### src/rtl/game_flow_manager.sv
// Game flow FSM: menu, play and timed died/win/game-over screens with level and lives bookkeeping.
// Optional GFM_AUTO_ADVANCE_EN: a won level continues straight into the next one instead of the menu.
module game_flow_manager #(
  parameter int NUM_LEVELS = 8,
  parameter int LVL_W      = 3,
  parameter int SCREEN_SEC = 3,
  parameter int LIVES_INIT = 3,
  parameter int LIVES_W    = 3
) (
  input  logic               clk,
  input  logic               resetN,
  input  logic               one_sec,
  input  logic               bumpy_died,
  input  logic               level_comp,
  input  logic               menu_comp,
  input  logic [LVL_W-1:0]   lvl_selected,
  output logic               menu_screen,
  output logic               died_screen,
  output logic               win_screen,
  output logic               gameover_screen,
  output logic               reset_lvl_N,
  output logic [LVL_W-1:0]   lvl,
  output logic [LIVES_W-1:0] lives
);
  localparam int TMR_W = $clog2(SCREEN_SEC + 1);
  localparam logic [LVL_W-1:0] LVL_LAST = LVL_W'(NUM_LEVELS - 1);
  localparam logic [TMR_W-1:0] TMR_LAST = TMR_W'(SCREEN_SEC - 1);

  typedef enum logic [2:0] {MENU, PLAY, DIED, WIN, OVER} state_t;

  state_t             state, state_nx;
  logic [TMR_W-1:0]   timer, timer_nx;
  logic [LVL_W-1:0]   lvl_nx;
  logic [LIVES_W-1:0] lives_nx;
  logic               died_q, comp_q;
  logic               died_edge, comp_edge, timer_done;

  assign died_edge  = bumpy_died & ~died_q;
  assign comp_edge  = level_comp & ~comp_q;
  assign timer_done = one_sec && (timer == TMR_LAST);

  always_comb begin
    state_nx = state;
    lvl_nx   = lvl;
    lives_nx = lives;
    timer_nx = '0;
    case (state)
      MENU: begin
        if (menu_comp) begin
          state_nx = PLAY;
          lvl_nx   = ({1'b0, lvl_selected} >= (LVL_W + 1)'(NUM_LEVELS)) ? LVL_LAST : lvl_selected;
        end
      end
      PLAY: begin
        // Completion wins over a simultaneous death.
        if (comp_edge) begin
          state_nx = WIN;
        end else if (died_edge) begin
          if (lives > LIVES_W'(1)) begin
            state_nx = DIED;
            lives_nx = lives - LIVES_W'(1);
          end else begin
            state_nx = OVER;
            lives_nx = '0;
          end
        end
      end
      DIED: begin
        timer_nx = timer + TMR_W'(one_sec);
        if (timer_done) state_nx = PLAY;
      end
      WIN: begin
        timer_nx = timer + TMR_W'(one_sec);
        if (timer_done) begin
`ifdef GFM_AUTO_ADVANCE_EN
          if (lvl == LVL_LAST) begin
            state_nx = MENU;
            lvl_nx   = '0;
          end else begin
            state_nx = PLAY;
            lvl_nx   = lvl + LVL_W'(1);
          end
`else
          state_nx = MENU;
          lvl_nx   = (lvl == LVL_LAST) ? '0 : lvl + LVL_W'(1);
`endif
        end
      end
      OVER: begin
        timer_nx = timer + TMR_W'(one_sec);
        if (timer_done) begin
          state_nx = MENU;
          lvl_nx   = '0;
          lives_nx = LIVES_W'(LIVES_INIT);
        end
      end
      default: state_nx = MENU;
    endcase
    // Leaving a timed screen (or never having been in one) leaves the timer cleared for the next entry.
    if (state_nx != state) timer_nx = '0;
  end

  always_ff @(posedge clk or negedge resetN) begin
    if (!resetN) begin
      state           <= MENU;
      timer           <= '0;
      lvl             <= '0;
      lives           <= LIVES_W'(LIVES_INIT);
      died_q          <= 1'b0;
      comp_q          <= 1'b0;
      menu_screen     <= 1'b1;
      died_screen     <= 1'b0;
      win_screen      <= 1'b0;
      gameover_screen <= 1'b0;
      reset_lvl_N     <= 1'b0;
    end else begin
      state           <= state_nx;
      timer           <= timer_nx;
      lvl             <= lvl_nx;
      lives           <= lives_nx;
      died_q          <= bumpy_died;
      comp_q          <= level_comp;
      menu_screen     <= (state_nx == MENU);
      died_screen     <= (state_nx == DIED);
      win_screen      <= (state_nx == WIN);
      gameover_screen <= (state_nx == OVER);
      reset_lvl_N     <= (state_nx == PLAY);
    end
  end
endmodule
### config.mk
export PLATFORM = sky130hd
export DESIGN_NAME = game_flow_manager
export DESIGN_NICKNAME = d
export VERILOG_FILES = /design/src/rtl/game_flow_manager.sv
export SDC_FILE = /design/constraint.sdc
export NUM_CORES = 1
export LEC_CHECK = 0
export CORE_MARGIN = 5
export CORE_UTILIZATION = 52
export CTS_CLUSTER_SIZE = 16
export DETAILED_ROUTE_END_ITERATION = 7
export PLACE_DENSITY_LB_ADDON = 0.3
export SLEW_MARGIN = 5
export SYNTH_ARGS = -nofsm -noshare
export SYNTH_HDL_FRONTEND = slang
export SYNTH_SLANG_ARGS = --single-unit
### constraint.sdc
create_clock -name clk -period 3.2 [get_ports clk]
set_input_delay 0.32 -clock clk [delete_from_list [all_inputs] [get_ports clk]]
set_output_delay 0.32 -clock clk [all_outputs]
set_load 0.1 [all_outputs]
=== Word-level counts from Yosys, hierarchy flattened ===
Index checks and enable logic that the tools add are counted.

* $add $sub $neg: 3
* Equal/unequal tests: 16
* Bitwise operators: 4
* Magnitude comparators: 1
* Multiplexer cells: 19
* Reduce and logical (&&, ||, !) cells: 9

{| class="wikitable"
|+ Operator list
! operator !! count
|-
| $mux W3 || 14
|-
| $eq A3 B2 Y1 const B || 4
|-
| $pmux W3 S4 || 1
|-
| $ne A2 B2 Y1 const B || 5
|-
| $eq A3 B3 Y1 const B || 3
|-
| $pmux W3 S3 || 1
|-
| $reduce_and A4 Y1 || 2
|-
| $eq A3 B1 Y1 const B || 2
|-
| $logic_not A3 Y1 || 2
|-
| $pmux W3 S2 || 1
|-
| $mux W2 || 2
|-
| $add A3 B1 Y3 const B || 1
|-
| $gt A3 B1 Y1 const B || 1
|-
| $ne A3 B3 Y1 || 1
|-
| $reduce_bool A3 Y1 || 1
|-
| $reduce_or A3 Y1 || 1
|-
| $sub A3 B1 Y3 const B || 1
|-
| $add A2 B1 Y2 || 1
|-
| $and A1 B1 Y1 || 2
|-
| $eq A2 B2 Y1 const B || 1
|-
| $not A1 Y1 || 2
|-
| $reduce_bool A2 Y1 || 1
|-
| $reduce_or A2 Y1 || 1
|-
| $logic_and A1 B1 Y1 || 1
|}

* Output and inout bits: 11
* Word-level logic and storage cells: 63
* Input port bits: 9
* Bits in registers: 18

=== Logic depth before layout (Yosys ltp) ===
Gate-level depths: netlist (run 1).

* Depth after elaboration: 7
* Depth in mapped cells: 6
* Depth with buffers taken out: 6

=== Least setup slack after synthesis (run 1) ===
No wires, ideal clock.

* Kind: reg2reg
* Start point: reg lvl[0]
* End point: reg lvl[0]
* Setup slack: 1.258 ns
* Arrival time: 1.816 ns
* Library setup time: 0.126 ns
* Required time: 3.074 ns
* Buffers on the path: 0
* Stages on the path, launching flop included: 7
* Clock period less this slack: 1.942 ns
* Cells stage by stage: dfrtp_1 -> ha_1 -> ha_1 -> nor2_1 -> o22ai_1 -> nor2_1 -> mux2_2

* Word-level cells in the longest chain between the ends: 4
* Elaborated cells between the ends (all ways): 5
* Classes of those cells: 1 x add/sub; 1 x eq/ne; 3 x mux

{| class="wikitable"
|+ Ends and longest elaborated chain
! item !! RTL line !! source
|-
| from (decl) || 22 || <nowiki>output logic [LVL_W-1:0] lvl,</nowiki>
|-
| from (signal assigned) || 119 || <nowiki>lvl <= lvl_nx;</nowiki>
|-
| $add A3 B1 Y3 / $eq A3 B3 Y1 (equally long branches) || 85 || <nowiki>lvl_nx = (lvl == LVL_LAST) ? '0 : lvl + LVL_W'(1);</nowiki>
|-
| $mux W3 (*) || 85 ||
|-
| $mux W3 (*) || 74 || <nowiki>if (timer_done) begin</nowiki>
|-
| $pmux W3 S3 (*) || 47 || <nowiki>case (state)</nowiki>
|}

Mark *: on every way between the ends. The rest lies on a longest branch, timed or not. The select of a mux whose other input is x is not followed.
A chain may end at the register's enable or synchronous reset.

=== Final worst setup path (run 1) ===
* Start point: reg lvl[0]
* End point: out lvl[0]

No word-level cell between the ends.

==> results.tsv, run 1 <==
stage	metric	value	unit
timing	unrepaired setup endpoints after global routing	no	
worst_setup_path	crit path buf inv count	1	
cells_and_area	n_diodes	0	
global_routing	largest net degree at the start of global routing	19	
worst_setup_path	CP top delay family	buffers and inverters	
yosys	Post-Syn Nets	101	
timing	setup_tns	0	ns
routing	via-per-instance ratio	5.58	
die	I/O pin cnt	20	
clock_network	post-CTS setup buffers	0	
worst_setup_path	Worst R2R Setup Slack	1.47	ns
global_routing	GRT Total Usage	0.158	
global_routing	first-pass GRT wire length	3200	µm
clock_network	# hold bufs at CTS	0	
clock_network	CTS clk-pin slew, worst paths	0.10	ns
worst_setup_path	Worst EP required	2.88	ns
worst_setup_path	Worst Path Arrival	1.84	ns
die	Die Ht	52.0	µm
clock_network	PostCTS Resize Cnt	0	
die	Die Area	2710	µm²
yosys	post-synth top area share	0.409	
worst_setup_path	Critical Path Sink Type	output pin	
clock_network	H-tree levels	1	
die	Die X-Extent	52.0	µm
hold_path	Hold Crit Class	in2async	
clock_network	latest clock arrival within the worst-skew pair	0.29	ns
worst_setup_path	Setup crit start kind	flop	
timing	Slew Limit Fails	0	
cells_and_area	most frequent cells in the layout	clkdlybuf4s50_1 (16), dfrtp_1 (15), nor2_1 (9), nor2b_1 (6)	
timing	final clock skew	0.00830	ns
cells_and_area	fillers	140	
cells_and_area	share of cells above drive strength 1	0.130	
yosys	sequential share of the synthesized area	0.495	
timing	slew margin rel.	0.353	
routing	routed len/inst	13.9	µm
global_routing	antenna violations before repair	0	
placed_design	buffers added on ports	19	
timing	Final Critical Period	2.16	ns
cells_and_area	commonest non-fill, non-tap cell in the layout	clkdlybuf4s50_1	
worst_setup_path	Reg2Reg Capture Point	reset_lvl_N	
yosys	commonest register cell after synthesis	dfrtp_1	
yosys	Ys Warns	0	
routing	via count	742	
yosys	FFs w/ async S/R, synth	1.00	
job	max cap viols	0	
placed_design	placed insts	129	
routing	Post-Route WL	1860	µm
worst_setup_path	WS Path Type	reg2out	
placed_design	GPL Wtd Cong	0.751	
die	Starting Density	0.538	
worst_setup_path	CP Cell Sequence	clkdlybuf4s50_1	
outcome	outcome	finished clean	
routing	drt pass-1 iters	4	
cells_and_area	Nets	123	
worst_setup_path	crit path max fanout	4	
die	area of the core	1710	µm²
clock_network	total clock sinks	18	
clock_network	TritonCTS clock tree	done	
worst_setup_path	Worst R2R Path Depth	5	
yosys	Synth area leader	dfrtp_1	
yosys	Post-synth EDFFs	0	
global_routing	vias in the first global route	724	
yosys	mapped cell area	918	µm²
clock_network	Num CTS Buffers	3	
yosys	Netlist cell types	32	
clock_network	Clock Tree Buf Depth	2	
routing	Residual DRC	0	
timing	worst slew pin tran	0.968	ns
timing	Final Hold Viols	0	
cells_and_area	Layout area overhead	26.2	%
worst_setup_path	CP peak stage delay	1.15	ns
yosys	#FFs+latches synth	18	
placed_design	dpl hpwl	1400	µm
clock_network	clock root buffer master	clkbuf_4	
cells_and_area	non-filler cells, final	133	
die	# rows	15	
yosys	post-synthesis cell count	87	
routing	final antenna-violating net count	0	
worst_setup_path	slowest CP cell	clkdlybuf4s50_1	
yosys	Avg Cell Area, Syn	10.6	µm²
timing	fmax	0.462	GHz
global_routing	GRT overflow	0	
timing	final setup violation count	0	
worst_setup_path	RR Startpoint	lives[1]	
timing	Final period util	0.676	
routing	initial drt markers	13	
yosys	synth top area cells	dfrtp_1 (41%), dfstp_2 (8.6%), ha_1 (6.8%)	
-- Yosys cell counts (2+ instances only) --
library cell	count
nor3b_1	3
nor2b_1	6
dfrtp_1	15
a21oi_1	4
nor2_1	9
and3_1	2
o22ai_1	5
ha_1	5
mux2_2	3
o21ai_0	5
inv_1	4
dfstp_2	3
buf_2	2
nand2b_1	2
nand3b_1	2
-- logic make-up after synthesis --
family / synth area share
AND/OR/NAND/NOR: 0.228
XOR/XNOR: 0.00954
buffers and inverters: 0.0272
adder cells (fa/ha/maj): 0.0681
flip-flops: 0.495
multiplexers: 0.0477
AO/OA/AOI/OAI: 0.125
-- metal layers --
metal | up-vias | share of wire | global-route usage
met5 | - | 0 | 0
met4 | 0 | 0.0075 | 0.0393
met3 | 4 | 0.057 | 0.0430
met2 | 30 | 0.49 | 0.268
met1 | 351 | 0.44 | 0.198
li1 | 357 | - | -
-- flip-flops by register name, summed over array words and instances (netlist names) --
signal           count
lives                3
lvl                  3
state                3
timer                2
comp_q               1
died_q               1
died_screen          1
gameover_screen      1
menu_screen          1
reset_lvl_N          1
win_screen           1
-- worst max path at each step --
stage / start / depth (start not counted) / end / slack (ns)
5_1_grt: lives[2] / 1 / lives[2] / 0.99
2_1_floorplan: lvl[0] / 6 / lvl[0] / 1.26
3_5_place_dp: one_sec / 5 / reset_lvl_N / 1.30
3_3_place_gp: one_sec / 5 / menu_screen / 1.32
4_1_cts: lives[2] / 1 / lives[2] / 1.03
6_report: lvl[0] / 1 / lvl[0] / 1.04
-- cell type report --
class	count	area [µm²]	share of cell area
flip-flops and latches	18	454	0.392
multi-input cells	63	439	0.379
repair buffers	19	183	0.158
clock buffers	4	36.3	0.0313
well taps	25	31.3	0.0270
inverters	4	15.0	0.0130
-- through the flow --
stage,hold slack [ns],setup WS [ns],util,instance area (µm²)
floorplan,0.0244,1.26,-,918
detailed placement,0.504,1.30,0.657,1120
finish,0.469,1.04,0.678,1160
global route,0.470,0.987,0.678,1160
CTS,0.486,1.03,0.678,1160
global placement,0.486,1.32,0.657,1120
Power of run 1 is left out: the tool's default activity adds up to more than one toggle a clock period on the data nets, which glitch-free logic cannot reach.
==> inputs of run 2 (changes only) <==
--- a/config.mk
+++ b/config.mk
@@ -6,7 +6,7 @@
 export NUM_CORES = 1
 export LEC_CHECK = 0
 export CORE_MARGIN = 5
-export CORE_UTILIZATION = 52
+export CORE_UTILIZATION = 48
 export CTS_CLUSTER_SIZE = 16
 export DETAILED_ROUTE_END_ITERATION = 7
 export PLACE_DENSITY_LB_ADDON = 0.3
==> constraint.sdc (replaced) <==
create_clock -name clk -period 2.1 [get_ports clk]
set_input_delay 0.21 -clock clk [delete_from_list [all_inputs] [get_ports clk]]
set_output_delay 0.21 -clock clk [all_outputs]
set_load 0.1 [all_outputs]
==> results.tsv, run 2 (synthesis results as in run 1) <==
stage	metric	value	unit
outcome	outcome	finished clean	
global_routing	largest net degree at the start of global routing	19	
worst_setup_path	Worst Path Arrival	1.87	ns
clock_network	TritonCTS clock tree	done	
hold_path	Hold Crit Class	in2async	
cells_and_area	commonest non-fill, non-tap cell in the layout	dfrtp_1	
worst_setup_path	Worst EP required	2.29	ns
worst_setup_path	Setup crit start kind	flop	
routing	Residual DRC	0	
placed_design	GPL Wtd Cong	0.750	
global_routing	GRT Total Usage	0.151	
placed_design	dpl hpwl	1410	µm
routing	initial drt markers	12	
clock_network	# hold bufs at CTS	0	
routing	routed len/inst	13.4	µm
cells_and_area	fillers	170	
clock_network	post-CTS setup buffers	0	
routing	Met1 Wirelength	732	µm
die	Die Area	2890	µm²
worst_setup_path	WS Path Type	reg2reg	
clock_network	H-tree levels	1	
clock_network	Clock Tree Buf Depth	2	
cells_and_area	Nets	124	
timing	unrepaired setup endpoints after global routing	no	
routing	via-per-instance ratio	5.33	
cells_and_area	Layout area overhead	23.7	%
timing	worst slew pin tran	0.417	ns
die	Starting Density	0.521	
global_routing	first-pass GRT wire length	3060	µm
worst_setup_path	CP Cell Sequence	inv_1, ha_1, o21bai_1, a31oi_1, and2_1	
routing	final antenna-violating net count	0	
timing	slew margin rel.	0.720	
timing	final clock skew	0.00321	ns
clock_network	clock root buffer master	clkbuf_4	
global_routing	vias in the first global route	710	
cells_and_area	share of cells above drive strength 1	0.202	
worst_setup_path	crit path max fanout	5	
worst_setup_path	slowest CP cell	dfstp_2	
timing	setup_tns	0	ns
cells_and_area	n_diodes	0	
routing	via count	714	
placed_design	buffers added on ports	19	
routing	drt pass-1 iters	4	
die	Die X-Extent	53.7	µm
die	# rows	15	
clock_network	total clock sinks	18	
worst_setup_path	Critical Path Sink Type	flop	
routing	top sig layer	met4	
routing	DR WL met3	104	µm
clock_network	PostCTS Resize Cnt	0	
global_routing	GRT overflow	0	
cells_and_area	biggest regs	lives: 3 flops, lvl: 3 flops, state: 3 flops	
cells_and_area	most frequent cells in the layout	dfrtp_1 (15), buf_4 (12), nor2_1 (9), clkdlybuf4s50_1 (8), nor2b_1 (6)	
worst_setup_path	CP peak stage delay	0.56	ns
worst_setup_path	crit path buf inv count	1	
job	max cap viols	0	
die	Die Ht	53.7	µm
clock_network	latest clock arrival within the worst-skew pair	0.29	ns
clock_network	Num CTS Buffers	3	
timing	Final period util	0.801	
timing	fmax	0.594	GHz
timing	Final Hold Viols	0	
die	I/O pin cnt	20	
routing	met2 wire len	913	µm
timing	Slew Limit Fails	0	
clock_network	CTS clk-pin slew, worst paths	0.10	ns
die	area of the core	1760	µm²
timing	final setup violation count	0	
worst_setup_path	CP top delay family	compound AO/OA/AOI/OAI gates	
routing	Post-Route WL	1800	µm
global_routing	antenna violations before repair	0	
timing	Final Critical Period	1.68	ns
-- run 2: routing by layer --
layer / vias to the layer above / global-route usage
li1: 358 / -
met1: 333 / 0.180
met2: 19 / 0.256
met3: 4 / 0.0222
met4: 0 / 0.0894
met5: - / 0
-- run 2: stage by stage --
step / cells / hold slack (ns) / utilization / worst slack (ns) / area (µm²)
6_report: 134 / 0.228 / 0.644 / 0.417 / 1140
2_1_floorplan: 87 / -0.0856 / - / 0.158 / 918
3_3_place_gp: 130 / 0.483 / 0.629 / 0.362 / 1110
5_1_grt: 134 / 0.235 / 0.644 / 0.186 / 1140
4_1_cts: 134 / 0.229 / 0.644 / 0.421 / 1140
3_5_place_dp: 130 / 0.490 / 0.629 / 0.336 / 1110
-- run 2: area by class of cell --
| type | instances | area (µm²) | share of cell area |
|---|---|---|---|
| sequential | 18 | 454 | 0.400 |
| multi-input combinational | 63 | 439 | 0.387 |
| timing repair buffer | 20 | 170 | 0.150 |
| tap | 25 | 31.3 | 0.0275 |
| clock buffer | 4 | 26.3 | 0.0231 |
| inverter | 4 | 15.0 | 0.0132 |
-- run 2: path summary, 6_finish.rpt --
| kind | to | from | cells past startpoint | slack [ns] |
|---|---|---|---|---|
| worst max-delay path | reset_lvl_N | lives[1] | 5 | 0.42 |
| worst min-delay path | state[1] | resetN | 2 | 0.23 |
| worst max register to register | reset_lvl_N | lives[1] | 5 | 0.42 |
| worst min register to register | lives[2] | lives[2] | 1 | 0.49 |
| max in group asynchronous | lives[0] | resetN | 2 | 1.62 |
| min in group clk | died_q | bumpy_died | 1 | 0.39 |
Power of run 2 is left out for the same reason.
